File: config.mk
export PLATFORM = sky130hd
export DESIGN_NAME = dsp_mul_arbiter
export DESIGN_NICKNAME = d
export VERILOG_FILES = /design/src/rtl/dsp_pkg.sv /design/src/rtl/dsp_tag_pipe.sv /design/src/rtl/dsp_mul_arbiter.sv
export SDC_FILE = /design/constraint.sdc
export NUM_CORES = 1
export LEC_CHECK = 0
export CAP_MARGIN = 20
export CORE_MARGIN = 2
export CORE_UTILIZATION = 23
export CTS_BUF_LIST = sky130_fd_sc_hd__clkbuf_8
export DETAILED_ROUTE_END_ITERATION = 8
export PLACE_DENSITY_LB_ADDON = 0.08
export SETUP_SLACK_MARGIN = 0.02
export SLEW_MARGIN = 20
export SYNTH_ARGS = -nofsm -noshare
export SYNTH_HDL_FRONTEND = slang
export SYNTH_HIERARCHICAL = 1
export SYNTH_SLANG_ARGS = --single-unit
export TNS_END_PERCENT = 5
File: constraint.sdc
create_clock -name clk -period 1.55 [get_ports clk]
set_input_delay 0.31 -clock clk [delete_from_list [all_inputs] [get_ports clk]]
set_output_delay 0.31 -clock clk [all_outputs]
set_load 0.01 [all_outputs]
File: src/rtl/dsp_pkg.sv
// Shared types and constants for the DSP48A1 multiplier arbiter.
package dsp_pkg;

  localparam int unsigned DSP_AW = 18;
  localparam int unsigned DSP_MW = 36;
  localparam int unsigned ID_W   = 2;

  localparam logic [7:0] OPMODE_MUL_DIRECT = 8'h00;

  typedef enum logic [0:0] {
    IDLE,
    GRANT
  } state_e;

  // Cyclic successor of a requester index within n requesters.
  function automatic logic [ID_W-1:0] next_id(input logic [ID_W-1:0] id, input int unsigned n);
    return ID_W'((32'(id) + 32'd1) % n);
  endfunction

endpackage

File: src/rtl/dsp_tag_pipe.sv
// Ownership tag shift register that tracks each product through the slice latency.
module dsp_tag_pipe #(
  parameter int unsigned LAT = 2,
  parameter int unsigned IDW = 2
) (
  input  logic           clk,
  input  logic           rst,
  input  logic           in_valid,
  input  logic [IDW-1:0] in_id,
  input  logic           in_last,
  output logic           out_valid,
  output logic [IDW-1:0] out_id,
  output logic           out_last,
  output logic           any_valid
);

  logic [LAT-1:0] valid_q;
  logic [LAT-1:0] last_q;
  logic [IDW-1:0] id_q [LAT];

  always_ff @(posedge clk or posedge rst) begin
    if (rst) begin
      valid_q <= '0;
      last_q  <= '0;
      for (int unsigned i = 0; i < LAT; i++) begin
        id_q[i] <= '0;
      end
    end else begin
      valid_q[0] <= in_valid;
      last_q[0]  <= in_last;
      id_q[0]    <= in_id;
      for (int unsigned i = 1; i < LAT; i++) begin
        valid_q[i] <= valid_q[i-1];
        last_q[i]  <= last_q[i-1];
        id_q[i]    <= id_q[i-1];
      end
    end
  end

  assign out_valid = valid_q[LAT-1];
  assign out_last  = last_q[LAT-1];
  assign out_id    = id_q[LAT-1];
  assign any_valid = |valid_q;

endmodule

File: src/rtl/dsp_mul_arbiter.sv
// Burst-granular round-robin sharing of one DSP48A1 multiplier among NREQ requesters,
// returning each product tagged with its owner.
module dsp_mul_arbiter
  import dsp_pkg::*;
#(
  parameter int unsigned NREQ      = 2,
  parameter int unsigned MUL_LAT   = 2,
  parameter int unsigned MAX_BURST = 16
) (
  input  logic                   clk,
  input  logic                   rst,
  input  logic [NREQ-1:0]        req_valid,
  input  logic [NREQ-1:0]        req_last,
  input  logic [NREQ*DSP_AW-1:0] req_a,
  input  logic [NREQ*DSP_AW-1:0] req_b,
  output logic [NREQ-1:0]        req_ready,
  output logic [DSP_AW-1:0]      dsp_a,
  output logic [DSP_AW-1:0]      dsp_b,
  output logic                   dsp_ce,
  output logic [7:0]             dsp_opmode,
  input  logic [DSP_MW-1:0]      dsp_m,
  output logic                   resp_valid,
  output logic [ID_W-1:0]        resp_id,
  output logic                   resp_last,
  output logic [DSP_MW-1:0]      resp_m,
  output logic                   busy
);

  localparam int unsigned CW = $clog2(MAX_BURST);

  state_e            state_q, state_d;
  logic [ID_W-1:0]   gnt_q, gnt_d;
  logic [ID_W-1:0]   rr_q, rr_d;
  logic [CW-1:0]     cnt_q, cnt_d;
  logic [ID_W-1:0]   pick;
  logic              found;
  logic              sel_valid, sel_last;
  logic [DSP_AW-1:0] sel_a, sel_b;
  logic              accept, forced, burst_end, eff_last;
  logic [ID_W-1:0]   tag_in_id;
  logic              pipe_busy;

  // Granted requester's flags and operands.
  always_comb begin
    sel_valid = 1'b0;
    sel_last  = 1'b0;
    sel_a     = '0;
    sel_b     = '0;
    for (int unsigned i = 0; i < NREQ; i++) begin
      if (gnt_q == ID_W'(i)) begin
        sel_valid = req_valid[i];
        sel_last  = req_last[i];
        sel_a     = req_a[DSP_AW*i +: DSP_AW];
        sel_b     = req_b[DSP_AW*i +: DSP_AW];
      end
    end
  end

  // First valid requester at or after rr_q, scanning cyclically.
  always_comb begin
    found = 1'b0;
    pick  = rr_q;
    for (int unsigned k = 0; k < NREQ; k++) begin
      for (int unsigned i = 0; i < NREQ; i++) begin
        if (!found && req_valid[i] && ((32'(rr_q) + k) % NREQ) == i) begin
          found = 1'b1;
          pick  = ID_W'(i);
        end
      end
    end
  end

  always_ff @(posedge clk or posedge rst) begin
    if (rst) begin
      state_q <= IDLE;
      gnt_q   <= '0;
      rr_q    <= '0;
      cnt_q   <= '0;
    end else begin
      state_q <= state_d;
      gnt_q   <= gnt_d;
      rr_q    <= rr_d;
      cnt_q   <= cnt_d;
    end
  end

  always_comb begin
    state_d = state_q;
    gnt_d   = gnt_q;
    rr_d    = rr_q;
    cnt_d   = cnt_q;
    unique case (state_q)
      IDLE: begin
        if (found) begin
          gnt_d   = pick;
          state_d = GRANT;
        end
      end
      GRANT: begin
        if (accept) begin
          if (burst_end) begin
            state_d = IDLE;
            rr_d    = next_id(gnt_q, NREQ);
            cnt_d   = '0;
          end else begin
            cnt_d = cnt_q + CW'(1);
          end
        end
      end
      default: state_d = IDLE;
    endcase
  end

  // Ready depends only on state and grant, never on valid.
  always_comb begin
    req_ready = '0;
    accept    = 1'b0;
    forced    = 1'b0;
    burst_end = 1'b0;
    if (state_q == GRANT) begin
      for (int unsigned i = 0; i < NREQ; i++) begin
        req_ready[i] = (gnt_q == ID_W'(i));
      end
      accept    = sel_valid;
      forced    = (cnt_q == CW'(MAX_BURST - 1));
      burst_end = accept && (sel_last || forced);
    end
  end

  assign eff_last   = sel_last | forced;
  assign tag_in_id  = accept ? gnt_q : '0;
  assign dsp_a      = accept ? sel_a : '0;
  assign dsp_b      = accept ? sel_b : '0;
  assign dsp_ce     = 1'b1;
  assign dsp_opmode = OPMODE_MUL_DIRECT;

  dsp_tag_pipe #(
    .LAT(MUL_LAT),
    .IDW(ID_W)
  ) u_tag_pipe (
    .clk      (clk),
    .rst      (rst),
    .in_valid (accept),
    .in_id    (tag_in_id),
    .in_last  (accept & eff_last),
    .out_valid(resp_valid),
    .out_id   (resp_id),
    .out_last (resp_last),
    .any_valid(pipe_busy)
  );

  assign resp_m = resp_valid ? dsp_m : '0;
  assign busy   = (state_q == GRANT) | pipe_busy;

endmodule

==> flow_metrics.py <==
metrics = {
    "logic_synthesis": {
        "seq_area_frac_synth_pct": 25.1,
        "async_flop_share_pct": 100,
        "synth.distinct_cells": 28,
        "synth-edff-count": 0,
        "synthesis.area_um2": 1500,
        "syn_area_per_cell_um2": 8.00,
        "synth_flop_cell": "dfrtp_1",
        "synth_seq_cells": 15,
        "syn_inst": 187,
        "ys_warn_count": 6,
    },
    "layout": {
        "stdcell_area_um2": 3530,
        "stdcell_count": 466,
        "n_antenna_cell": 0,
        "drive_above_1_share_pct": 27.8,
        "final_nets": 505,
        "syn2layout_area_growth_pct": 136,
        "fin_util_pct": 55.9,
    },
    "timing": {
        "rsz0062_at_grt": "yes",
        "slew_viol_final": 0,
        "fmaxAchievable_mhz": 552,
        "setup_ws_ns": -0.263,
        "setup_viol": 36,
        "fin_crit_ns": 1.81,
        "fin_crit_sh_pct": 117,
        "hold_violations": 0,
        "finalClockSkew_ns": 0.00390,
    },
    "critical_path": {
        "r2r-end": "rr_q[0]",
        "r2r_cells": 5,
        "slowest_stage": "dfrtp_2",
        "critPathCaptureType": "primary output",
        "crit_fanout": 8,
        "critPathRequiredTime_ns": 1.24,
        "path_class": "reg2out",
        "crit_path_end": "dsp_b[15]",
        "cp.arrival_ns": 1.50,
        "worstSetupStartpoint": "gnt_q[0]",
        "slowest_delay_ns": 0.44,
        "cp-start-kind": "register",
        "path_cells": "mux2_4 > nand2_8 > clkbuf_16 > nor2_1 > buf_2",
        "r2r-start": "gnt_q[0]",
        "r2r_slack_ns": 0.03,
    },
    "clock_network": {
        "cts_tree": "yes",
        "htree_levels": 1,
        "cts_buffers": 3,
        "clk_latency_ns": 0.24,
        "root_buffer": "clkbuf_8",
        "clockBufferDepth": 2,
        "cts_sinks": 15,
        "clk_pin_slew_ns": 0.06,
    },
    "power_and_ir_drop": {
        "p_comb_share_pct": 79.4,
        "p_per_area_nw_per_um2": 1290,
        "pwr-share-clk_pct": 6.6,
        "total_power_mw": 4.57,
        "power.switching_mw": 1.89,
        "leakagePower_nw": 1.75,
        "p_seq_share_pct": 14.0,
        "ir_drop_mv": 0.839,
        "p_int_mw": 2.68,
        "switching_share_pct": 41.4,
    },
    "routing": {
        "drc": 0,
        "final_antenna_net_count": 0,
        "totalWireLength_um": 6560,
        "vias": 2060,
        "wl_per_cell_um": 14.1,
        "drt_iter0_drc": 29,
        "firstDrtPassIters": 4,
        "viasPerCell": 4.42,
    },
    "global_route": {
        "grt_pass1_vias": 2019,
        "grt_max_degree": 38,
        "grt-ovfl-total": 0,
        "gr-usage-all-layers_pct": 17.4,
        "antenna_found_initial": 0,
        "grt_pass1_wl_um": 10000,
    },
    "min_path": {
        "hp-class": "in2async",
    },
    "outcome": {
        "status": "finished with violations",
        "violations": "setup timing",
    },
    "place": {
        "placed_cell_area_um2": 3580,
        "post-place-ws_ns": -0.716,
        "dpl.cell_count": 458,
        "gp_routability_congestion": 0.742,
        "portBuffers": 192,
        "dp_hpwl_um": 5390,
    },
    "job": {
        "max-cap-violations": 0,
    },
    "floorplanning": {
        "die_y_um": 84.7,
        "dieWidth_um": 84.7,
        "placementRows": 29,
        "dieArea_um2": 7170,
        "initial_core_util_pct": 23.7,
        "core-area_um2": 6310,
        "io_pins": 202,
    },
}
==> worst min-delay path by stage <==
stage / slack [ns] / end / cells after the start
3_5_place_dp: 0.34 / u_tag_pipe/out_id[1] / 0
2_1_floorplan: 0.11 / cnt_q[0] / 1
4_1_cts: 0.36 / cnt_q[2] / 2
3_3_place_gp: 0.33 / u_tag_pipe/out_id[0] / 0
6_report: 0.35 / cnt_q[2] / 2
5_1_grt: 0.36 / u_tag_pipe/out_id[0] / 0
==> through the flow <==
stage               hold WS [ns]  TNS, ns
floorplan                  0.113        0
global placement           0.333   -30.63
detailed placement         0.342   -30.88
CTS                        0.356    -9.32
global route               0.361   -10.27
finish                     0.351    -8.42
==> Yosys cell counts, drive strengths merged (2+ instances only) <==
cell type	number	area, µm²
buf	19	130
and2	37	231
inv	9	33.8
conb	2	7.51
dfrtp	15	375
nand2	2	7.51
nand4	2	12.5
o21ai	3	15.0
or2	2	12.5
nor2	37	139
nand3	3	15.0
clkbuf	4	15.0
a21oi	2	10.0
mux2i	39	394
==> worst max-delay path: cells and delay by family, from the launching register on <==
family / cells / cell delay [ns]
muxes: 1 / 0.35
DFF: 1 / 0.44
and+or+nand+nor: 2 / 0.17
buffers and inverters: 2 / 0.30
==> area by class of cell <==
| class | instances | area (µm²) |
|---|---|---|
| Multi-Input combinational cell | 148 | 1050 |
| Clock inverter | 1 | 5.00 |
| Timing Repair Buffer | 213 | 1930 |
| Tap cell | 77 | 96.3 |
| Sequential cell | 15 | 378 |
| Clock buffer | 3 | 41.3 |
| Inverter | 9 | 33.8 |
| Fill cell | 597 | 2780 |
==> power groups by stage <==
stage | registers [mW] | logic [mW] | clock network (mW)
after detailed placement | 0.619 | 3.71 | 0
after CTS | 0.634 | 3.58 | 0.315
after global routing | 0.660 | 3.93 | 0.329
final | 0.641 | 3.63 | 0.302
after global placement | 0.615 | 3.70 | 0
after floorplan | 0.621 | 1.74 | 0
==> state kept, by name (all words and copies together) (netlist names) <==
| register | count |
|---|---|
| u_tag_pipe/id_q | 2 |
| u_tag_pipe/last_q | 2 |
| state_q | 1 |
| rr_q | 1 |
| gnt_q | 1 |
| cnt_q | 4 |
| u_tag_pipe/valid_q | 2 |
| u_tag_pipe/out_id | 2 |
==> cells in the final DEF, fill, tap and decap left out, types with 3 or more instances in the layout <==
| cell | n |
|---|---|
| and2_4 | 4 |
| buf_2 | 35 |
| nor2_1 | 30 |
| mux2i_1 | 36 |
| buf_6 | 5 |
| clkbuf_2 | 22 |
| nand3_1 | 3 |
| clkdlybuf4s15_2 | 3 |
| dfrtp_1 | 13 |
| and2_1 | 33 |
| conb_1 | 10 |
| dlygate4sd2_1 | 3 |
| inv_1 | 9 |
| clkdlybuf4s50_1 | 114 |
| o21ai_0 | 3 |
| buf_12 | 5 |
| buf_4 | 11 |
| clkbuf_8 | 3 |
| clkdlybuf4s15_1 | 11 |
| nor2_2 | 5 |
==> routing by layer <==
metal / vias to the layer above / GRT usage [%] / wire (µm)
li1: 1001 / - / -
met1: 931 / 18.2 / 2280
met2: 126 / 35.4 / 3690
met3: 2 / 3.44 / 561
met4: 0 / 3.03 / 36
met5: - / 0 / 0
==> kinds of logic after synthesis <==
logic type                 count (synthesis)  share of synthesized area [%]
and+or+nand+nor                           85                           29.0
adders and majority gates                  1                          0.836
DFF                                       15                           25.1
buffers and inverters                     32                           12.0
other                                      2                          0.502
muxes                                     40                           27.3
AOI/OAI and AO/OA                         12                           5.27
==> what timing repair did <==
action / CTS / global route
setup buffers: 0 / 1
gates resized for setup: 240 / 44
endpoints found under the setup margin: 76 / 65
hold buffers: 0 / 0
pin swaps: 3 / 6
endpoints found under the hold margin: 0 / 0
cloned: 2 / 1
Note: power is estimated with default switching activity, not from simulation.
==> variant 1: new RTL, config.mk and constraints unchanged <==
Change the parameter `MAX_BURST` from 16 to 32.
--- a/src/rtl/dsp_mul_arbiter.sv
+++ b/src/rtl/dsp_mul_arbiter.sv
@@ -5,7 +5,7 @@
 #(
   parameter int unsigned NREQ      = 2,
   parameter int unsigned MUL_LAT   = 2,
-  parameter int unsigned MAX_BURST = 16
+  parameter int unsigned MAX_BURST = 32
 ) (
   input  logic                   clk,
   input  logic                   rst,
Check against the original RTL: no difference found for any inputs over 4 cycles, from zero or initial values and one cycle with rst high; that may be too few to reach the edited logic, so the function may still have changed.
==> variant 1 against the original RTL <==
  * The flow still finishes with violations (negative setup slack)
  * Worst setup slack gained 17 ps
  * Total power shrank 1.9%
  * Core utilization shrank 1.7 points
  * Sequential cell count grew 1
  * Largest power group unchanged
  * Hold slack lost 28 ps
  * Global-route usage grew 0.56 points
  * Design area shrank 1.4%
  * Maximum frequency grew 0.95%
  * Sequential power shrank 0.8%
  * Wire length grew 3.5%
  * Area after synthesis grew 3.7%
  * Die area grew 3.5%
==> variant 1: results (changes against the original RTL) <==
| Metric | Value |
|---|---|
| Status | `finished, violations left (unchanged)` |
| Failing checks | `negative setup slack (unchanged)` |
| Dpl ws | `-751 ps (was -716 ps)` |
| DRT iter0 DRCs | `20 (was 29)` |
| Placed insts | `457 (was 458)` |
| Post-synthesis compound-gate area fraction | `0.0548 (was 0.0527)` |
| GRT met3 Usage | `0.0298 (was 0.0344)` |
| Synth area leaders | `dfrtp_1 (26%), mux2i_1 (25%), and2_1 (15%) (was mux2i_1 (25%), dfrtp_1 (25%), and2_1 (15%))` |
| Share of layout cells above drive strength 1 | `0.308 (was 0.278)` |
| Gpl congestion | `0.772 (was 0.742)` |
| Final worst slack | `-246 ps (was -263 ps)` |
| Routing usage on met1 | `0.186 (was 0.182)` |
| P_leak | `1.78 nW (was 1.75 nW)` |
| HPWL after DPL | `5.64 mm (was 5.39 mm)` |
| Fin Setup TNS | `-7890 ps (was -8420 ps)` |
| M2 GR Usage | `0.368 (was 0.354)` |
| Wirelength per Cell | `14.5 um (was 14.1 um)` |
| Met1 wire length | `2.43 mm (was 2.28 mm)` |
| Ranking of synthesized cells by instance count | `mux2i_1 (38), and2_1 (37), nor2_1 (37), dfrtp_1 (16), buf_4 (12) (was mux2i_1 (38), and2_1 (37), nor2_1 (37), dfrtp_1 (15), buf_4 (14))` |
| Via-per-instance ratio | `4.20 (was 4.42)` |
| # nets final | `507 (was 505)` |
| Final Skew | `6.45 ps (was 3.90 ps)` |
| Met3 routed WL | `494 um (was 561 um)` |
| Met2 wire length | `3.78 mm (was 3.69 mm)` |
| Total track usage | `0.180 (was 0.174)` |
| Post-synthesis mux area share | `0.272 (was 0.273)` |
| Number of flip-flops under the largest register name | `5 (was 4)` |
| First-pass GRT wire length | `10.5 mm (was 10.0 mm)` |
| Finish-stage setup viols | `45 (was 36)` |
| Area of placed instances | `3620 um2 (was 3580 um2)` |
## variant 1: repair_timing
action / CTS / global route
endpoints found under the setup margin: 84 / 81
gates resized for setup: 252 / 43
buffers inserted: 8 / 0
pin swaps: 6 / 7
cloned: 2 / 0
## variant 1: final cells by class
| type | count | area share |
|---|---|---|
| Clock buffer | 4 | 0.0158 |
| Inverter | 6 | 0.00647 |
| Multi-Input combinational cell | 147 | 0.305 |
| Sequential cell | 16 | 0.116 |
| Tap cell | 77 | 0.0277 |
| Timing Repair Buffer | 217 | 0.530 |
## variant 1: cells by family (layout without fill, tap and decap cells)
kind of cell	Yosys count	in the layout
simple gates	84	84
buf+inv	29	227
other cells	2	10
fa+ha+maj	2	2
compound gates	10	10
mux	41	41
flops	16	16
## variant 1: critical path, cell delays in order (launching register included)
cell	delay [ps]
dfrtp_2	420
mux2_4	340
nand2_8	100
buf_8	130
buf_12	90
nor2_4	20
buf_6	120
## variant 1: power breakdown
| group | switching (mW) | internal, mW | leakage, nW |
|---|---|---|---|
| combinational | 1.62 | 1.87 | 1.56 |
| clock | 0.140 | 0.225 | 0.0288 |
| sequential | 0.0854 | 0.550 | 0.200 |
## variant 1: final timing paths
| path | start | slack, ps | endpoint |
|---|---|---|---|
| min | rst | 320 | u_tag_pipe/last_q[0]$_DFF_PP0_ |
| min reg2reg | u_tag_pipe/last_q[0]$_DFF_PP0_ | 350 | u_tag_pipe/last_q[1]$_DFF_PP0_ |
| max in group asynchronous | rst | 950 | state_q$_DFF_PP0_ |
| max reg2reg | gnt_q[0]$_DFFE_PP0P_ | -160 | cnt_q[0]$_DFFE_PP0P_ |
| max | gnt_q[0]$_DFFE_PP0P_ | -250 | dsp_a[6] |
| min in group clk | u_tag_pipe/last_q[0]$_DFF_PP0_ | 350 | u_tag_pipe/last_q[1]$_DFF_PP0_ |
==> variant 2: new RTL, config.mk and constraints unchanged <==
Without the edit above. Reset style: synchronous (`rst`), changed in 2 clocked blocks.
--- a/src/rtl/dsp_tag_pipe.sv
+++ b/src/rtl/dsp_tag_pipe.sv
@@ -18,7 +18,7 @@
   logic [LAT-1:0] last_q;
   logic [IDW-1:0] id_q [LAT];
 
-  always_ff @(posedge clk or posedge rst) begin
+  always_ff @(posedge clk) begin
     if (rst) begin
       valid_q <= '0;
       last_q  <= '0;
--- a/src/rtl/dsp_mul_arbiter.sv
+++ b/src/rtl/dsp_mul_arbiter.sv
@@ -70,7 +70,7 @@
     end
   end
 
-  always_ff @(posedge clk or posedge rst) begin
+  always_ff @(posedge clk) begin
     if (rst) begin
       state_q <= IDLE;
       gnt_q   <= '0;
Check against the original RTL: differs if rst is asserted again (counterexample within 4 cycles, from zero or initial values and one cycle with rst high); with rst held inactive, the same outputs for 4 cycles.
==> variant 2 against the original RTL <==
  * The flow still finishes with violations (negative setup slack)
  * Critical path type unchanged
  * Non-clock buffer count up 7
  * Wire length up 19%
  * Global-route usage increased by 2.3 points
  * Count of clock-buffer cells in the layout unchanged
  * Worst setup slack improved by 9.4 ps
  * Highest routed layer unchanged
  * Sequential cell count stayed put
  * Area after synthesis up 3.8%
  * Design area is 3.6% higher
Power is left out: it rests on default switching activity, and per cell area and clock period it moved more than threefold.
==> variant 2: results (changes against the original RTL) <==
| Metric | Value |
|---|---|
| Status | `finished, violations left (unchanged)` |
| Failing checks | `negative setup slack (unchanged)` |
| Antenna violations before repair | `0 (unchanged)` |
| HP Class | `register to register (was input pin to asynchronous set/reset pin)` |
| Worst path top cell family by delay | `buffers and inverters (was flip-flops)` |
| Primary FF master, synth | `dfxtp_1 (was dfrtp_1)` |
| Drt first pass iters | `4 (unchanged)` |
| Met3 routed WL | `712 um (was 561 um)` |
| Routing usage on met1 | `0.209 (was 0.182)` |
| Uppermost layer routed | `met4 (unchanged)` |
| Final hold slack | `434 ps (was 351 ps)` |
| Via-per-instance ratio | `4.40 (was 4.42)` |
| Post-synth ARST share | `0 (was 1.00)` |
| Unique masters post-synth | `33 (was 28)` |
| Post-synthesis sequential area ratio | `0.193 (was 0.251)` |
| CP Max Fanout | `5 (was 8)` |
| DRT iter0 DRCs | `42 (was 29)` |
| # nets final | `527 (was 505)` |
| Synth Area in Adders | `0.00805 (was 0.00836)` |
| First-pass GRT wire length | `11.3 mm (was 10.0 mm)` |
| Slowest CP cell | `dfxtp_4 (was dfrtp_2)` |
| Synth area leaders | `mux2i_1 (23%), dfxtp_1 (19%), and2_1 (15%) (was mux2i_1 (25%), dfrtp_1 (25%), and2_1 (15%))` |
| Post-synthesis mux area share | `0.268 (was 0.273)` |
| Gpl congestion | `0.758 (was 0.742)` |
| Share of layout cells above drive strength 1 | `0.231 (was 0.278)` |
| Met1 wire length | `2.85 mm (was 2.28 mm)` |
| H-Tree Depth | `1 (unchanged)` |
| Setup Crit Path Kind | `register to output port (unchanged)` |
| GRT met3 Usage | `0.0610 (was 0.0344)` |
| Finish-stage setup viols | `36 (unchanged)` |
| Final Skew | `1.18 ps (was 3.90 ps)` |
| Met2 wire length | `4.10 mm (was 3.69 mm)` |
| Vias in the first global route | `2140 (was 2019)` |
| Fill cells | `600 (was 597)` |
| Ranking of synthesized cells by instance count | `nor2_1 (38), and2_1 (37), mux2i_1 (36), dfxtp_1 (15) (was mux2i_1 (38), and2_1 (37), nor2_1 (37), dfrtp_1 (15), buf_4 (14))` |
| Worst stage delay on the critical path | `380 ps (was 440 ps)` |
| Total track usage | `0.197 (was 0.174)` |
| FF-to-FF End | `cnt_q[1]$_SDFFE_PP0P_ (was rr_q[0]$_DFFE_PP0P_)` |
| Reg2Reg Setup Slack | `30 ps (about the same)` |
| Final slew viol count | `0 (unchanged)` |
| HPWL after DPL | `5.89 mm (was 5.39 mm)` |
| RR Startpoint | `gnt_q[0]$_SDFFE_PP0P_ (was gnt_q[0]$_DFFE_PP0P_)` |
| Post-synthesis compound-gate area fraction | `0.0564 (was 0.0527)` |
| WP data arrival | `1490 ps` |
| Top Registers | `cnt_q (4), u_tag_pipe/id_q (4)` |
| Dpl ws | `-797 ps (was -716 ps)` |
| Crit path capture | `dsp_a[10] (was dsp_b[15])` |
| M2 GR Usage | `0.376 (was 0.354)` |
| Final worst slack | `-253 ps (was -263 ps)` |
| Area of placed instances | `3570 um2 (was 3580 um2)` |
| Wirelength per Cell | `16.0 um (was 14.1 um)` |
| Worst Reg2Reg Path Length in Cells | `8 (was 5)` |
## variant 2: logic make-up (layout without fill, tap and decap cells)
family	Yosys count	after routing
AO/OA/AOI/OAI	11	11
adder cells (fa/ha/maj)	1	1
buffers and inverters	29	229
flip-flops	15	15
multiplexers	39	39
other	2	10
AND/OR/NAND/NOR	100	106
## variant 2: timing repair
item / in CTS / in global routing
buffers inserted: 10 / 1
pin swaps: 23 / 4
endpoints found under the setup margin: 79 / 57
cloned: 7 / 0
resized for setup: 217 / 30
## variant 2: per-stage QoR
step	utilization	instances	TNS (ps)
finish	0.567	488	-7190
global route	0.567	488	-9460
CTS	0.560	487	-7620
detailed placement	0.553	466	-35110
global placement	0.553	466	-34170
floorplan	-	205	0
## variant 2: area by class of cell
cell class,instances,area [um2],share of cell area
Multi-Input combinational cell,167,1200,0.329
Clock buffer,3,41.3,0.0113
Tap cell,77,96.3,0.0263
Clock inverter,1,3.75,0.00103
Inverter,5,18.8,0.00513
Sequential cell,15,309,0.0844
Timing Repair Buffer,220,1990,0.543
